**config.mk**
```make
export PLATFORM = sky130hd
export DESIGN_NAME = controlador_entrada_io
export DESIGN_NICKNAME = d
export VERILOG_FILES = /design/src/rtl/controlador_entrada_io.sv
export SDC_FILE = /design/constraint.sdc
export NUM_CORES = 1
export LEC_CHECK = 0
export CAP_MARGIN = 30
export CORE_AREA = 2 2 70 72
export DETAILED_ROUTE_END_ITERATION = 7
export DIE_AREA = 0 0 72 74
export HOLD_SLACK_MARGIN = 0.12
export PLACE_DENSITY = 0.84
export SYNTH_ARGS = -nofsm -noshare
export SYNTH_HDL_FRONTEND = slang
export SYNTH_SLANG_ARGS = --single-unit
```
**constraint.sdc**
```tcl
create_clock -name clock -period 3.15 [get_ports clock]
set_clock_uncertainty 0.1 [all_clocks]
set_input_delay 0.945 -clock clock [delete_from_list [all_inputs] [get_ports clock]]
set_output_delay 0.945 -clock clock [all_outputs]
set_load 0.05 [all_outputs]
```
**src/rtl/controlador_entrada_io.sv**
```systemverilog
// controlador_entrada_io
// Responder side of the CPU IN command. It collects up to three decimal
// digits from the switches, one debounced button press per key. The digits
// are echoed as BCD for the seven-segment drivers. The binary value goes
// back to the CPU through a 4-phase request/ready (req_in/pronto) handshake.

module controlador_entrada_io #(
   parameter int         LARGURA_DADO = 32,
   parameter logic [3:0] COD_ENTER    = 4'hA,
   parameter logic [3:0] COD_APAGA    = 4'hB
) (
   input  logic                    clock,
   input  logic                    reset,
   input  logic                    req_in,
   input  logic [3:0]              dado_chaves,
   input  logic                    botao,
   output logic [LARGURA_DADO-1:0] dado_lido,
   output logic                    pronto,
   output logic                    aguardando,
   output logic                    erro,
   output logic [3:0]              bcd_uni,
   output logic [3:0]              bcd_dez,
   output logic [3:0]              bcd_cen
);

   typedef enum logic [1:0] {
      OCIOSO   = 2'd0,
      ESPERA   = 2'd1,
      CONVERTE = 2'd2,
      ENTREGA  = 2'd3
   } estado_t;

   estado_t                 state_q, state_d;
   logic [LARGURA_DADO-1:0] dado_lido_q, dado_lido_d;
   logic                    pronto_q, pronto_d;
   logic                    aguardando_q, aguardando_d;
   logic                    erro_q, erro_d;
   logic [3:0]              uni_q, uni_d;
   logic [3:0]              dez_q, dez_d;
   logic [3:0]              cen_q, cen_d;
   logic [1:0]              count_q, count_d;
   logic                    botao_ant_q, botao_ant_d;

   logic                    press;
   logic [9:0]              valor;

   // A press is a rising edge of the debounced button. A button already held
   // when ESPERA is entered therefore needs a release before it counts.
   always_comb begin
      press = botao & ~botao_ant_q;
   end

   // Decimal-to-binary conversion of the three displayed digits (max 999).
   always_comb begin
      valor = (10'(cen_q) * 10'd100) + (10'(dez_q) * 10'd10) + 10'(uni_q);
   end

   // Next-state and output logic for the entry/handshake sequencer.
   always_comb begin
      state_d      = state_q;
      dado_lido_d  = dado_lido_q;
      pronto_d     = pronto_q;
      aguardando_d = aguardando_q;
      erro_d       = 1'b0;
      uni_d        = uni_q;
      dez_d        = dez_q;
      cen_d        = cen_q;
      count_d      = count_q;
      botao_ant_d  = botao;

      case (state_q)
         OCIOSO: begin
            if (req_in) begin
               state_d      = ESPERA;
               uni_d        = 4'd0;
               dez_d        = 4'd0;
               cen_d        = 4'd0;
               count_d      = 2'd0;
               aguardando_d = 1'b1;
            end
         end

         ESPERA: begin
            if (!req_in) begin
               state_d      = OCIOSO;
               uni_d        = 4'd0;
               dez_d        = 4'd0;
               cen_d        = 4'd0;
               count_d      = 2'd0;
               aguardando_d = 1'b0;
            end else if (press) begin
               if (dado_chaves <= 4'd9) begin
                  if (count_q != 2'd3) begin
                     cen_d   = dez_q;
                     dez_d   = uni_q;
                     uni_d   = dado_chaves;
                     count_d = count_q + 2'd1;
                  end else begin
                     erro_d = 1'b1;
                  end
               end else if (dado_chaves == COD_APAGA) begin
                  if (count_q != 2'd0) begin
                     uni_d   = dez_q;
                     dez_d   = cen_q;
                     cen_d   = 4'd0;
                     count_d = count_q - 2'd1;
                  end else begin
                     erro_d = 1'b1;
                  end
               end else if (dado_chaves == COD_ENTER) begin
                  if (count_q != 2'd0) begin
                     state_d = CONVERTE;
                  end else begin
                     erro_d = 1'b1;
                  end
               end else begin
                  erro_d = 1'b1;
               end
            end
         end

         CONVERTE: begin
            if (!req_in) begin
               state_d      = OCIOSO;
               uni_d        = 4'd0;
               dez_d        = 4'd0;
               cen_d        = 4'd0;
               count_d      = 2'd0;
               aguardando_d = 1'b0;
            end else begin
               state_d      = ENTREGA;
               dado_lido_d  = LARGURA_DADO'(valor);
               pronto_d     = 1'b1;
               aguardando_d = 1'b0;
            end
         end

         ENTREGA: begin
            if (!req_in) begin
               state_d  = OCIOSO;
               pronto_d = 1'b0;
            end
         end

         default: begin
            state_d = OCIOSO;
         end
      endcase
   end

   // State register with synchronous active-low reset.
   always_ff @(posedge clock) begin
      if (!reset) begin
         state_q      <= OCIOSO;
         dado_lido_q  <= '0;
         pronto_q     <= 1'b0;
         aguardando_q <= 1'b0;
         erro_q       <= 1'b0;
         uni_q        <= 4'd0;
         dez_q        <= 4'd0;
         cen_q        <= 4'd0;
         count_q      <= 2'd0;
         botao_ant_q  <= 1'b0;
      end else begin
         state_q      <= state_d;
         dado_lido_q  <= dado_lido_d;
         pronto_q     <= pronto_d;
         aguardando_q <= aguardando_d;
         erro_q       <= erro_d;
         uni_q        <= uni_d;
         dez_q        <= dez_d;
         cen_q        <= cen_d;
         count_q      <= count_d;
         botao_ant_q  <= botao_ant_d;
      end
   end

   assign dado_lido  = dado_lido_q;
   assign pronto     = pronto_q;
   assign aguardando = aguardando_q;
   assign erro       = erro_q;
   assign bcd_uni    = uni_q;
   assign bcd_dez    = dez_q;
   assign bcd_cen    = cen_q;

endmodule

```
## Word level (Yosys, flattened, before mapping)

Index checks and enable logic that the tools add are counted.
Widths: inputs -> output; s select.

- Register bits: 30
- Bits of input ports: 8
- Output and inout bits: 47
- Word-level logic and storage cells: 98

- Add/sub/neg operators: 4
- $mul: 2
- $lt $le $gt $ge: 1
- Equality and inequality tests: 19
- Multiplexer cells: 50
- Bitwise gates (word level): 2
- Reductions and logical operators: 10

Operator list:

| cell | count |
|---|---|
| $mux 4 | 20 |
| $pmux 4 s3 | 3 |
| $mux 2 | 16 |
| $ne 3x3->1 const B | 5 |
| $reduce_and 7->1 | 2 |
| $ne 2x2->1 const B | 6 |
| $ne 4x4->1 const B | 3 |
| $add 10x4->10 | 1 |
| $add 10x8->10 | 1 |
| $eq 4x4->1 const B | 2 |
| $mul 4x5->8 const B | 1 |
| $pmux 2 s4 | 1 |
| $mul 4x3->7 const B | 1 |
| $mux 1 | 7 |
| $pmux 2 s3 | 1 |
| $reduce_and 3->1 | 2 |
| $eq 2x2->1 const B | 2 |
| $le 4x4->1 const B | 1 |
| $reduce_and 4->1 | 1 |
| $reduce_bool 2->1 | 2 |
| $pmux 1 s3 | 1 |
| $reduce_bool 3->1 | 1 |
| $add 2x1->2 const B | 1 |
| $eq 2x1->1 const B | 1 |
| other kinds (6) | 6 |

## Logic depth before layout (Yosys ltp)

- Word-level depth: 8
- Depth in mapped cells: 12

## Least setup slack after synthesis

OpenSTA, ideal clock, no wires.

- Path type: register -> register
- Start point: reg dez_q[3], in the netlist bcd_dez[3]
- End point: reg dado_lido_q[9], in the netlist dado_lido[9]
- Library setup time: 0.128 ns
- Data arrival time: 3.028 ns
- Required time: 2.922 ns
- Setup slack: -0.107 ns
- Cell stages (with the launch flop): 12
- Buffers on the path: 0
- Cell sequence: dfxtp_1 > ha_1 > ha_1 > fa_1 > xor2_1 > ha_1 > ha_1 > nand2_1 > o31ai_1 > a211oi_1 > xnor2_1 > o31ai_1

- Word-level cells in the longest chain between the ends: 3

Ends and longest elaborated chain:

| element | RTL line | RTL |
|---|---|---|
| start, declared | 39 | `logic [3:0] dez_q, dez_d;` |
| start signal, assigned | 171 | `dez_q <= dez_d;` |
| $mul 4x3->7 | 55 | `valor = (10'(cen_q) * 10'd100) + (10'(dez_q) * 10'd10) + 10'(uni_q);` |
| $add 10x8->10 | 55 |  |
| $add 10x4->10 | 55 |  |
| end signal, assigned | 166 | `dado_lido_q <= dado_lido_d;` |
| end, declared | 34 | `logic [LARGURA_DADO-1:0] dado_lido_q, dado_lido_d;` |

No other way between the ends.
A chain may end at the register's enable or synchronous reset.

## Worst setup path after layout

- Start point: reg dez_q[1], in the netlist bcd_dez[1]
- End point: reg dado_lido_q[9], in the netlist dado_lido[9]

Same word-level chain as after synthesis.

==> impl_metrics.tcl <==
set metrics [dict create \
    status "finished clean" \
    area_delta_synth_final_pct 21.6 \
    cts_buffer_depth 2 \
    synthArstFlopShare 0 \
    grt_max_degree 19 \
    slew_violations 0 \
    gp_congestion 0.865 \
    dr_total_vias 1890 \
    synth_area_leader_cell "dfxtp_1" \
    htree_levels 2 \
    coreArea_sq_mm 0.00460 \
    cts_root_buf "clkbuf_8" \
    r2r-start "bcd_dez[1]" \
    fin_crit_sh 0.944 \
    slew_headroom 0.638 \
    postCtsHoldBufs 0 \
    final_nets 344 \
    cp_max_fo 3 \
    post-route-min-period_ns 2.97 \
    rsz0062_at_grt "no" \
    arrival_ns 3.08 \
    synthTopCellsByArea "dfxtp_1 (27%), ha_1 (16%), buf_4 (7.7%)" \
    grt.total_usage 0.190 \
    yosysSeqAreaShare 0.268 \
    hold_depth 2 \
    overflow 0 \
    ir_worst_vdd_uv 160 \
    worst-r2r-cell-count 10 \
    clkLatencyLatePin_ns 0.29 \
    die_width_um 72 \
    netlist_instances 259 \
    cts_made_buffers 5 \
    ys.flop_type "dfxtp_1" \
    dp_hpwl_um 3720 \
    syn_avg_cell_area_sq_um 8.64 \
    cts_tree "yes" \
    worst_setup_path_start_kind "register" \
    viasPerCell 5.29 \
    antenna_left 0 \
    leakage_uw 0.00121 \
    power_density_mw_per_mm2 346 \
    grt_pass1_vias 1783 \
    dp_slack_ns 0.122 \
    ios 55 \
    die_y_um 74 \
    worstHoldStart "dado_lido[1]" \
    wl_per_cell_um 13.5 \
    crit_required_ns 3.26 \
    r2r_end "dado_lido[9]" \
    min_to "dado_lido[1]" \
    maxCapViolCount 0 \
    antenna_found_initial 0 \
    drive_above_1_share 0.109 \
    syn_area_sq_mm 0.00224 \
    finalInstanceArea_sq_mm 0.00272 \
    reg2reg_slack_ns 0.18 \
    fmax_ghz 0.336 \
    final-hold-violation-count 0 \
    wl_um 4830 \
    ys_ff_latch 30 \
    yosysUniqueCellTypes 46 \
    tightest_slew_ns 0.539 \
    crit_type "reg -> reg" \
    initial_core_util 0.487 \
    yosysWarnings 0 \
    setup_ws_ns 0.176 \
    clock-sinks 30 \
    dpl_cell_area_sq_mm 0.00261 \
    clk_pin_slew_worst_paths_ns 0.07 \
    setup_tns_ns 0 \
    n_antenna_cell 0 \
    drc_errors 0 \
    final_core_util 0.592 \
    firstDrtPassIters 4 \
    setup_viol 0 \
    grt_pass1_wl_um 7940 \
    endpoint_kind "register" \
    die-area_sq_mm 0.00533 \
    rows 25 \
    synth_top_area_frac 0.268 \
    hp-class "reg -> reg" \
    io_buffers 32 \
    drt-initial-drc-count 86 \
    synth_enable_flop_cells 0 \
]
how the worst max path moves through the flow:
stage                     slack [ns]           start  cells after the start            to
final                           0.18      bcd_dez[1]                     10  dado_lido[9]
after detailed placement        0.12  dado_chaves[2]                      7    bcd_dez[1]
after CTS                       0.17      bcd_dez[1]                     10  dado_lido[9]
after global placement          0.19  dado_chaves[2]                      7    bcd_dez[0]
after floorplan                 0.06      bcd_dez[2]                     10  dado_lido[9]
after global routing            0.03      bcd_dez[1]                     11  dado_lido[9]
power breakdown:
| group | switching [uW] | internal, uW |
|---|---|---|
| clock | 152 | 176 |
| sequential | 9.49 | 389 |
| combinational | 145 | 68.7 |
| total | 307 | 633 |
state kept, by name, summed over array words and instances (netlist names):
register	flops
erro	1
aguardando	1
pronto	1
bcd_dez	4
bcd_cen	4
state_q	2
count_q	2
botao_ant_q	1
dado_lido	10
bcd_uni	4
metal layers:
| layer | GRT usage | routed length, um |
|---|---|---|
| met3 | 0.0474 | 281 |
| met4 | 0.0671 | 57 |
| met5 | 0 | 0 |
| met2 | 0.318 | 2250 |
| met1 | 0.242 | 2240 |
Yosys cell counts (all sizes together), types with 2 or more instances:
cell    count
clkbuf      7
nor3b       2
a211oi      4
nand2      28
nand4       2
xor2        2
a221oi      2
a21o        3
buf        25
nor2       18
nor2b       4
nand4b      2
nand2b      6
o31ai       2
o21bai      2
and2        2
inv        10
dfxtp      30
xnor2       5
a211o       2
fa          5
o211ai      3
nand3       6
ha         29
mux2i       9
o21ai       6
a21oi      27
cell usage in the layout, fill, tap and decap left out, types with 9 or more instances in the layout:
cell              n
conb_1           22
nand2_1          28
clkdlybuf4s50_1  32
mux2i_1           9
ha_1             28
buf_4            15
inv_1            10
a21oi_1          27
dfxtp_1          26
nor2_1           18
critical path: stages, from the launching register on:
cell,delay (ns)
dfxtp_2,0.33
ha_1,0.30
ha_1,0.23
fa_1,0.43
ha_1,0.28
ha_1,0.33
o21ai_0,0.21
o31ai_2,0.25
a211oi_2,0.11
xnor2_1,0.13
o31ai_1,0.17
stage by stage:
stage	instances	power [uW]	hold WS (ns)
after floorplan	280	591	0.358
after global placement	349	614	0.339
after detailed placement	349	618	0.345
after CTS	357	941	0.353
after global routing	357	980	0.377
final	357	940	0.350
layout make-up:
class                           count  area [sq um]
Sequential cell                    30           606
Timing Repair Buffer               47           433
Multi-Input combinational cell    207          1480
Clock buffer                        7          86.3
Fill cell                         424          1880
Clock inverter                      1          5.00
Tap cell                           54          67.6
Inverter                           11          41.3
logic make-up (layout without fill, tap and decap cells):
group | Yosys count | in the layout | synth area share
other cells | 1 | 22 | 0.00168
xor+xnor | 7 | 7 | 0.0274
fa+ha+maj | 34 | 34 | 0.207
compound gates | 58 | 58 | 0.174
mux | 9 | 9 | 0.0402
flops | 30 | 30 | 0.268
buf+inv | 43 | 66 | 0.115
simple gates | 77 | 77 | 0.167
timing repair:
item,CTS,global route
setup endpoints to repair,0,1
resized for setup,0,3
buffers inserted,0,0
No activity file was read; power rests on OpenSTA's default activity.
